==> config.mk <==
export PLATFORM = sky130hd
export DESIGN_NAME = instr_fetch_unit
export DESIGN_NICKNAME = d
export VERILOG_FILES = /design/src/rtl/instr_fetch_unit_pkg.sv /design/src/rtl/instr_fetch_unit_pc_branch.sv /design/src/rtl/instr_fetch_unit.sv
export SDC_FILE = /design/constraint.sdc
export NUM_CORES = 1
export LEC_CHECK = 0
export BUFFER_PORTS_ARGS = -buffer_cell sky130_fd_sc_hd__buf_4
export CORE_UTILIZATION = 30
export CTS_CLUSTER_DIAMETER = 40
export CTS_CLUSTER_SIZE = 30
export DETAILED_ROUTE_END_ITERATION = 16
export PLACE_DENSITY = 0.52
export RECOVER_POWER = 25
export SLEW_MARGIN = 20
export SYNTH_ARGS = -nofsm -noshare
export SYNTH_HDL_FRONTEND = slang
export SYNTH_SLANG_ARGS = --single-unit
export TNS_END_PERCENT = 5
==> constraint.sdc <==
create_clock -name clk -period 4.9 [get_ports clk]
set_clock_uncertainty 0.2 [all_clocks]
set_input_delay 0.735 -clock clk [delete_from_list [all_inputs] [get_ports clk]]
set_output_delay 0.735 -clock clk [all_outputs]
set_load 0.005 [all_outputs]
==> src/rtl/instr_fetch_unit_pkg.sv <==
// Shared definitions for the instruction fetch front end: FSM states,
// the default reset PC and the branch-immediate sign extension.
package instr_fetch_unit_pkg;

  typedef enum logic {
    FETCH_REQ  = 1'b0,
    FETCH_WAIT = 1'b1
  } fetch_state_t;

  localparam logic [31:0] DEFAULT_RESET_PC = 32'h0040_0020;

  function automatic logic [31:0] sext16(input logic [15:0] imm);
    return {{16{imm[15]}}, imm};
  endfunction

endpackage

==> src/rtl/instr_fetch_unit_pc_branch.sv <==
// Next-PC datapath: pc_in + 4, plus the sign-extended byte offset when
// nPC_sel selects the branch path. All arithmetic wraps modulo 2^32.
module pc_branch
  import instr_fetch_unit_pkg::*;
(
  input  logic [31:0] pc_in,
  input  logic [15:0] imm16,
  input  logic        nPC_sel,
  output logic [31:0] pc_out
);

  logic [31:0] offset;

  assign offset = nPC_sel ? sext16(imm16) : 32'd0;
  assign pc_out = pc_in + 32'd4 + offset;

endmodule

==> src/rtl/instr_fetch_unit.sv <==
// Instruction fetch unit: owns the PC, keeps at most one imem read in flight,
// and hands fetched words to decode through a single valid/ready slot.
module instr_fetch_unit
  import instr_fetch_unit_pkg::*;
#(
  parameter logic [31:0] RESET_PC = DEFAULT_RESET_PC
) (
  input  logic        clk,
  input  logic        rst_n,
  output logic        imem_req_valid,
  input  logic        imem_req_ready,
  output logic [31:0] imem_addr,
  input  logic        imem_rsp_valid,
  input  logic [31:0] imem_rsp_data,
  output logic        if_valid,
  input  logic        if_ready,
  output logic [31:0] if_instr,
  output logic [31:0] if_pc,
  input  logic        br_valid,
  input  logic        br_taken,
  input  logic [31:0] br_pc,
  input  logic [15:0] br_imm16,
  output logic [31:0] pc
);

  fetch_state_t state;
  logic         drop;
  logic         slot_free;
  logic         redirect;
  logic         req_hs;
  logic [31:0]  nb_pc_in;
  logic [15:0]  nb_imm16;
  logic [31:0]  pc_next;

  assign slot_free      = !if_valid || if_ready;
  assign redirect       = br_valid && br_taken;
  // rst_n gates the request so nothing is issued while reset is held.
  assign imem_req_valid = rst_n && (state == FETCH_REQ) && slot_free;
  assign imem_addr      = pc;
  assign req_hs         = imem_req_valid && imem_req_ready;

  assign nb_pc_in = redirect ? br_pc : pc;
  assign nb_imm16 = redirect ? br_imm16 : 16'h0000;

  pc_branch u_pc_branch (
    .pc_in   (nb_pc_in),
    .imm16   (nb_imm16),
    .nPC_sel (redirect),
    .pc_out  (pc_next)
  );

  always_ff @(posedge clk or negedge rst_n) begin
    if (!rst_n) begin
      state    <= FETCH_REQ;
      pc       <= RESET_PC;
      drop     <= 1'b0;
      if_valid <= 1'b0;
      if_instr <= 32'd0;
      if_pc    <= 32'd0;
    end else if (redirect) begin
      pc       <= pc_next;
      if_valid <= 1'b0;
      case (state)
        FETCH_REQ: begin
          if (req_hs) begin
            state <= FETCH_WAIT;
            drop  <= 1'b1;
          end
        end
        FETCH_WAIT: begin
          // A response this cycle is the stale one: swallow it now.
          if (imem_rsp_valid) begin
            state <= FETCH_REQ;
            drop  <= 1'b0;
          end else begin
            drop  <= 1'b1;
          end
        end
        default: state <= FETCH_REQ;
      endcase
    end else begin
      if (if_valid && if_ready) if_valid <= 1'b0;
      case (state)
        FETCH_REQ: begin
          if (req_hs) state <= FETCH_WAIT;
        end
        FETCH_WAIT: begin
          if (imem_rsp_valid) begin
            state <= FETCH_REQ;
            if (drop) begin
              drop <= 1'b0;
            end else begin
              if_instr <= imem_rsp_data;
              if_pc    <= pc;
              if_valid <= 1'b1;
              pc       <= pc_next;
            end
          end
        end
        default: state <= FETCH_REQ;
      endcase
    end
  end

endmodule

==> impl_metrics.toml, run 1 <==
[detailed_routing]
wl_met3_um = 1180
wl_per_cell_um = 16.3
antenna_left = 0
vias = 5566
vias_per_cell = 4.85
drtIter0Drc = 289
wl_met1_um = 8680
topRoutingLayerUsed = "met4"
dr.pass1.iters = 4
met2WireLength_um = 8550
routed_wl_um = 18700
drc = 0

[die]
num_rows = 53
start_util_pct = 30.8
die_w_um = 149
core_sq_um = 21200
pin_count = 217
dieArea_sq_um = 22300
die_y_um = 149

[synth]
synth_warnings = 0
synthMuxAreaShare_pct = 11.2
postSynthAreaPerCell_sq_um = 9.29
synth_edf_count = 0
synth_fa_ha_area_share_pct = 8.95
syn_inst = 701
syn_area_sq_um = 6510
ys_seq_area_share_pct = 38.1
synth_ff_type = "dfrtp_1"
synth_compound_area_share_pct = 13.4
synth_nets = 834
async_reset_ff_share_pct = 100
synth_top_family_by_area = "simple AND/OR/NAND/NOR gates"
ys_ff_latch = 99
synthSimpleGateAreaFrac_pct = 16.9
synth_cell_types = 59
synth_xor_area_share_pct = 4.97

[clock_tree]
cts_resized = 0
ctsHoldBuffers = 0
cts_setup_buffers = 0
cts.path.max_buffers = 2
insertion_delay_ns = 0.36
cts_tree = "done"
cts_sinks = 99
ctsRootBufferMaster = "clkbuf_16"
clkSlewWorstSetupHoldPaths_ns = 0.07
cts-htree-levels = 3
cts_made_buffers = 9

[global_route]
grt_pass1_vias = 5595
antenna_found_initial = 0
grt_overflow = 0
grt_pass1_wl_um = 29800
track_usage_pct = 17.3
grt_max_degree = 60

[setup_path]
crit_fanout = 42
worstReg2RegEnd = "imem_addr[29]$_DFFE_PN0P_"
timing.reg2reg.setup_slack_ns = 1.46
r2r_start = "imem_addr[1]$_DFFE_PN0P_"
crit_arrival_ns = 2.92
rr_worst_depth = 12
cp.required_ns = 3.96
start_kind = "input port"
cp-end-kind = "primary output"
startpoint = "rst_n"
critical_path_class = "input port to primary output"

[min_path]
worstHoldPathCells = 1
holdPathEnd = "drop$_DFFE_PN0P_"
hold_path_class = "flip-flop to flip-flop"
min_from = "state$_DFF_PN0_"

[pwr]
ir_drop_mv = 0.209
p_per_area_nw_per_um2 = 506
p_leak_nw = 4.03

[sta]
hold_viol_final = 0
maxSlewViolCount = 43
min_period_ns = 3.86
grt_setup_unrepaired = "false"
worstMarginPinSlew_ns = 2.39
timing.setup.tns_ns = 0
setup_viol = 0
timing.fmax_ghz = 0.259
slew_headroom_pct = -59.4
fin_crit_sh_pct = 78.7

[placement]
port_buffers = 216
hpwl_um = 14500
routabilityCongestion = 0.881
place_area_sq_um = 8160

[finish]
fin_util_pct = 39.9
fin_nets = 1000
seqCellArea_sq_um = 2480
n_antenna_cell = 0
syn2layout_area_growth_pct = 29.5
fill_cells = 2169
drive_gt1_share_pct = 35.7
final_cell_area_sq_um = 8440
multi_input_area_sq_um = 3620

[outcome]
failed_checks = "max-capacitance violations, max-slew violations"
status = "finished with violations"

[run]
max-cap-violations = 1
==> synthesized netlist by cell type, types with 2 or more instances <==
| library cell | n | area, sq um |
|---|---|---|
| a211oi_1 | 2 | 15.0 |
| and2_1 | 5 | 31.3 |
| buf_2 | 8 | 40.0 |
| nand4_1 | 4 | 25.0 |
| a21o_1 | 6 | 45.0 |
| nor2_1 | 37 | 139 |
| or3_1 | 3 | 18.8 |
| o21ai_0 | 43 | 215 |
| a21oi_1 | 49 | 245 |
| clkbuf_1 | 26 | 97.6 |
| o41ai_1 | 2 | 17.5 |
| nand2_1 | 114 | 428 |
| nor3b_1 | 4 | 30.0 |
| dfrtp_1 | 97 | 2430 |
| o211ai_1 | 5 | 37.5 |
| nor3_1 | 8 | 40.0 |
| dfstp_2 | 2 | 52.6 |
| xnor2_1 | 23 | 201 |
| nor2b_1 | 6 | 37.5 |
| o31a_1 | 2 | 17.5 |
| and4_1 | 2 | 17.5 |
| o22ai_1 | 2 | 12.5 |
| xor2_1 | 14 | 123 |
| a31oi_1 | 4 | 25.0 |
| inv_1 | 6 | 22.5 |
| buf_4 | 32 | 240 |
| nor4_1 | 3 | 18.8 |
| nand3_1 | 6 | 30.0 |
| o21a_1 | 5 | 37.5 |
| nand2b_1 | 5 | 31.3 |
| o31ai_1 | 3 | 22.5 |
| and3_1 | 33 | 206 |
| buf_1 | 2 | 7.51 |
| ha_1 | 45 | 563 |
| o21bai_1 | 2 | 15.0 |
| a21oi_2 | 2 | 17.5 |
| o21ai_1 | 4 | 20.0 |
| mux2_2 | 64 | 721 |
==> critical path, stage by stage <==
cell and delay [ns]:
clkbuf_1 1.66, and3_1 0.39, buf_4 0.13
==> logic make-up after synthesis <==
group | count (synthesis)
multiplexers | 65
buffers and inverters | 75
AO/OA/AOI/OAI | 144
flip-flops | 99
AND/OR/NAND/NOR | 235
adder cells (fa/ha/maj) | 46
XOR/XNOR | 37
==> sequential cells by signal (all words and copies together), names as in the netlist <==
register,cells
drop,1
if_instr,32
if_pc,32
if_valid,1
imem_addr,32
state,1
==> through the flow <==
step           hold slack (ns)  power, mW  worst slack [ns]  cells
2_1_floorplan            0.239       2.65             0.819    701
3_3_place_gp             0.274       3.61             0.789   1131
3_5_place_dp             0.267       3.63             0.731   1131
4_1_cts                  0.179       4.38              1.09   1147
5_1_grt                  0.302       4.64             0.598   1147
6_report                 0.275       4.27              1.04   1147
==> placed cells by master, fill, tap and decap left out, types with 33 or more instances in the layout <==
cell,instances
dfrtp_1,97
nand2_1,114
a21oi_1,49
buf_4,182
mux2_2,64
o21ai_0,43
clkbuf_4,35
ha_1,45
nor2_1,36
and3_1,33
==> final cells by class <==
class | instances | share of cell area [%]
Clock buffer | 9 | 2.67
Clock inverter | 7 | 0.830
Inverter | 6 | 0.267
Multi-Input combinational cell | 527 | 42.9
Sequential cell | 99 | 29.4
Tap cell | 275 | 4.08
Timing Repair Buffer | 224 | 19.8
==> metal layers <==
layer,global-route usage (%),vias up
met5,0,-
met4,5.10,0
met3,3.88,15
met2,27.9,188
met1,22.8,2598
li1,-,2765
==> worst max-delay path by stage <==
stage                                endpoint  slack [ns]  cells past startpoint
CTS                 imem_addr[29]$_DFFE_PN0P_        1.09                     15
finish                         imem_req_valid        1.04                      3
global placement    imem_addr[29]$_DFFE_PN0P_        0.79                     15
floorplan           imem_addr[31]$_DFFE_PN0P_        0.82                     15
detailed placement  imem_addr[29]$_DFFE_PN0P_        0.73                     15
global route                   imem_req_valid        0.60                      3
==> power breakdown <==
group	switching, mW	internal [mW]
combinational	0.889	1.14
sequential	0.320	1.20
clock	0.359	0.359
Power figures use the tool's default switching activity.
==> run 2: changes to the inputs <==
==> constraint.sdc (replaced) <==
create_clock -name clk -period 3.6 [get_ports clk]
set_clock_uncertainty 0.2 [all_clocks]
set_input_delay 0.54 -clock clk [delete_from_list [all_inputs] [get_ports clk]]
set_output_delay 0.54 -clock clk [all_outputs]
set_load 0.005 [all_outputs]
==> impl_metrics.toml, run 2 (synthesis results as in run 1) <==
[outcome]
status = "finished, final reports clean"

[clock_tree]
ctsRootBufferMaster = "clkbuf_16"
cts.path.max_buffers = 2
cts-htree-levels = 3
insertion_delay_ns = 0.35
cts_tree = "done"
clkSlewWorstSetupHoldPaths_ns = 0.08
cts_resized = 0
ctsHoldBuffers = 1
cts_setup_buffers = 0
cts_made_buffers = 9
cts_sinks = 99

[detailed_routing]
dr.pass1.iters = 7
vias_per_cell = 4.75
routed_wl_um = 18900
antenna_left = 0
wl_per_cell_um = 15.7
vias = 5704
drtIter0Drc = 224
drc = 0

[setup_path]
crit_slowest_cell = "a31oi_1"
cp.required_ns = 3.64
cp-end-kind = "flip-flop"
crit_fanout = 6
crit_arrival_ns = 3.44
timing.reg2reg.setup_slack_ns = 0.26
critical_path.cell_chain = "buf_4, and2_1, nand2_1, nand2_1, ha_1, ha_1, fa_2, a21oi_2, buf_4, o211ai_1, a31oi_1, o31ai_1, or3_1, a21oi_1, nor2_1"
cpPeakStageDelay_ns = 0.43
critical_path_class = "input port to flip-flop"
start_kind = "input port"

[sta]
setup_viol = 0
timing.fmax_ghz = 0.294
hold_ws_ns = 0.166
hold_viol_final = 0
grt_setup_unrepaired = "false"
min_period_ns = 3.40
maxSlewViolCount = 0
fin_crit_sh_pct = 94.4
slew_headroom_pct = 24.6
worstMarginPinSlew_ns = 1.13

[pwr]
ir_drop_mv = 0.242
p_per_area_nw_per_um2 = 680
p_leak_nw = 4.29

[die]
start_util_pct = 30.8
num_rows = 53
die_y_um = 149
die_w_um = 149
pin_count = 217
dieArea_sq_um = 22300
core_sq_um = 21200

[finish]
fill_cells = 2128
drive_gt1_share_pct = 39.4
fin_nets = 1054
layout.cells.most_common = "buf_4"
final_cell_mix = "buf_4, nand2_1, dfrtp_1"
n_antenna_cell = 0
final_cell_area_sq_um = 8840
syn2layout_area_growth_pct = 35.8
fin_util_pct = 41.8
multi_input_area_sq_um = 3630
seqCellArea_sq_um = 2480

[placement]
hpwl_um = 14900
routabilityCongestion = 0.886
port_buffers = 216
place_area_sq_um = 8560

[run]
max-cap-violations = 0

[global_route]
track_usage_pct = 17.1
grt_overflow = 0
grt_pass1_vias = 5492
grt_pass1_wl_um = 29800
grt_max_degree = 60
antenna_found_initial = 0

[min_path]
hold_path_class = "input port to flip-flop"
==> run 2: cell count changes in the layout (fill, tap and decap cells not counted), sizes merged <==
| cell | previous run | this run |
|---|---|---|
| clkinvlp | 0 | 1 |
| clkinv | 4 | 2 |
| dlygate4sd3 | 0 | 1 |
| buf | 183 | 237 |
==> run 2: critical path: cells and delay by family <==
| kind | cells | cell delay, ns |
|---|---|---|
| buffers and inverters | 2 | 0.26 |
| adders and majority gates | 3 | 0.90 |
| AOI/OAI and AO/OA | 5 | 1.01 |
| and+or+nand+nor | 5 | 0.74 |
==> run 2: report_power, final <==
group          switching, mW  leakage [nW]  internal (mW)  total, mW
logic                   1.24          2.97           1.72       2.96
registers              0.429          1.17           1.64       2.07
clock network          0.484         0.143          0.504      0.988
total                   2.15          4.29           3.86       6.01
==> run 2: layout make-up <==
| cell class | count | share of cell area, % |
|---|---|---|
| Timing Repair Buffer | 278 | 23.5 |
| Tap cell | 275 | 3.89 |
| Clock buffer | 10 | 2.70 |
| Clock inverter | 6 | 0.637 |
| Multi-Input combinational cell | 527 | 41.0 |
| Sequential cell | 99 | 28.0 |
| Inverter | 6 | 0.255 |
==> run 2: stage by stage <==
stage	power (mW)	setup TNS, ns	cells	setup WS (ns)
global route	6.50	0	1201	0.00978
floorplan	3.60	0	701	0.00626
detailed placement	5.12	-0.387	1184	-0.153
finish	6.01	0	1201	0.201
CTS	6.15	0	1201	0.217
global placement	5.10	-0.188	1184	-0.102
==> run 2: path summary, 6_finish.rpt <==
check	startpoint	end	cells past startpoint
worst min-delay path	imem_rsp_valid	drop$_DFFE_PN0P_	2
worst max-delay path	br_valid	imem_addr[29]$_DFFE_PN0P_	15
worst min register to register	state$_DFF_PN0_	drop$_DFFE_PN0P_	1
worst max register to register	imem_addr[1]$_DFFE_PN0P_	imem_addr[29]$_DFFE_PN0P_	13
min in group asynchronous	rst_n	if_pc[7]$_DFFE_PN0P_	2
max in group asynchronous	rst_n	if_instr[12]$_DFFE_PN0P_	3
==> run 2: routing by layer <==
metal,up-vias,track usage (%),routed length [um]
met5,-,0,0
met2,137,27.1,8510
met3,15,2.57,830
met1,2659,24.3,9300
li1,2893,-,-
met4,0,4.18,226
==> run 3: changes to the inputs <==
--- a/config.mk
+++ b/config.mk
@@ -7,6 +7,7 @@
 export LEC_CHECK = 0
 export BUFFER_PORTS_ARGS = -buffer_cell sky130_fd_sc_hd__buf_4
 export CORE_UTILIZATION = 30
+export CTS_BUF_LIST = sky130_fd_sc_hd__clkbuf_4
 export CTS_CLUSTER_DIAMETER = 40
 export CTS_CLUSTER_SIZE = 30
 export DETAILED_ROUTE_END_ITERATION = 16
==> impl_metrics.toml, run 3 (synthesis results as in run 1) <==
[global_route]
grt_overflow = 0
track_usage_pct = 17.2
grt_pass1_wl_um = 29700
grt_pass1_vias = 5490
grt_max_degree = 60
antenna_found_initial = 1

[sta]
grt_setup_unrepaired = "false"
worstMarginPinSlew_ns = 1.52
timing.fmax_ghz = 0.299
timing.setup.tns_ns = 0
slew_headroom_pct = -1.56
min_period_ns = 3.35
maxSlewViolCount = 60
hold_viol_final = 0
setup_viol = 0
fin_crit_sh_pct = 92.9
setup_slack_ns = 0.255

[min_path]
worstHoldPathCells = 2
hold_path_class = "input port to flip-flop"

[die]
core_sq_um = 21200
die_w_um = 149
dieArea_sq_um = 22300
num_rows = 53
die_y_um = 149
pin_count = 217
start_util_pct = 30.8

[finish]
drive_gt1_share_pct = 39.7
fin_nets = 1055
layout.cells.most_common = "buf_4"
final_cell_mix = "buf_4, nand2_1, dfrtp_1"
syn2layout_area_growth_pct = 33.6
final_cell_area_sq_um = 8700

[setup_path]
rr_worst_depth = 13
start_kind = "flip-flop"
crit_fanout = 5
worstSetupEndpoint = "imem_addr[29]$_DFFE_PN0P_"
r2r_start = "imem_addr[1]$_DFFE_PN0P_"
cp-end-kind = "flip-flop"
cpPeakStageDelay_ns = 0.48
cp.depth = 13
cp.required_ns = 3.81
crit_arrival_ns = 3.56
worstReg2RegEnd = "imem_addr[29]$_DFFE_PN0P_"
critical_path_class = "flip-flop to flip-flop"
startpoint = "imem_addr[1]$_DFFE_PN0P_"
critical_path.cell_chain = "nand2_1, nand2_1, ha_1, ha_1, fa_2, a21oi_2, buf_4, o211ai_1, a31oi_1, o31ai_1, or3_1, a21oi_1, nor2_1"
timing.reg2reg.setup_slack_ns = 0.25
crit_slowest_cell = "dfrtp_1"
path_delay_family = "compound AO/OA/AOI/OAI gates"
critPathBufInv = 1

[detailed_routing]
vias = 5723
wl_per_cell_um = 15.7
dr.pass1.iters = 4
drtIter0Drc = 241
routed_wl_um = 18900
antenna_left = 0
vias_per_cell = 4.76
drc = 0

[placement]
hpwl_um = 14900
place_area_sq_um = 8560
routabilityCongestion = 0.886
pre_cts_ws_ns = -0.153
port_buffers = 216

[outcome]
failed_checks = "max-capacitance violations, max-slew violations"
status = "finished with violations"

[clock_tree]
ctsRootBufferMaster = "clkbuf_4"
cts-htree-levels = 3
insertion_delay_ns = 0.50
cts_tree = "done"
cts.path.max_buffers = 2
cts_made_buffers = 9
cts_resized = 0
clkSlewWorstSetupHoldPaths_ns = 0.19
cts_sinks = 99

[run]
max-cap-violations = 1

[pwr]
p_per_area_nw_per_um2 = 650
p_leak_nw = 4.24
ir_drop_mv = 0.215
==> run 3: cell types whose count changed in the layout (fill, tap and decap cells not counted), sizes merged <==
cell	previous run	this run
buf	237	273
clkbuf	50	13
clkinv	2	3
diode	0	1
dlygate4sd3	1	2
==> run 3: what timing repair did <==
item | 4_1_cts | 5_1_grt
hold buffers | 2 | 0
setup endpoints to repair | 0 | 0
buffers inserted | 0 | 0
endpoints found under the hold margin | 41 | 0
==> run 3: worst min path at each step <==
stage	start	endpoint	slack, ns
floorplan	rst_n	drop$_DFFE_PN0P_	0.04
global placement	rst_n	if_pc[7]$_DFFE_PN0P_	0.15
detailed placement	rst_n	if_pc[7]$_DFFE_PN0P_	0.15
CTS	imem_rsp_data[29]	if_instr[29]$_DFFE_PN0P_	0.01
global route	imem_rsp_data[29]	if_instr[29]$_DFFE_PN0P_	0.01
finish	imem_rsp_data[3]	if_instr[3]$_DFFE_PN0P_	0.06
==> run 3: power by group <==
group / switching [mW] / internal, mW / total [mW]
combinational: 1.24 / 1.75 / 2.99
clock: 0.446 / 0.155 / 0.601
sequential: 0.435 / 1.63 / 2.07
==> run 3: stage by stage <==
stage	cells	utilization [%]	hold slack, ns	power, mW
after CTS	1202	41.2	0.0145	5.75
after global routing	1203	41.1	0.0142	6.14
after detailed placement	1184	40.5	0.147	5.12
final	1203	41.1	0.0552	5.66
after floorplan	701	-	0.0444	3.60
after global placement	1184	40.5	0.147	5.10
==> run 3: layout make-up <==
class	instances	area, sq um
diodes	1	2.50
clock buffers	9	67.6
clock inverters	7	60.1
fillers	2138	12500
inverters	6	22.5
multi-input cells	527	3630
flip-flops and latches	99	2480
well taps	275	344
repair buffers	279	2100
==> run 3: per-layer routing <==
metal	track usage (%)	wire, um	part of all wire (%)	up-vias
li1	-	-	-	2891
met1	24.3	9230	49	2664
met2	27.1	8550	45	154
met3	2.17	865	4.6	14
met4	5.15	239	1.3	0
met5	0	0	0	-
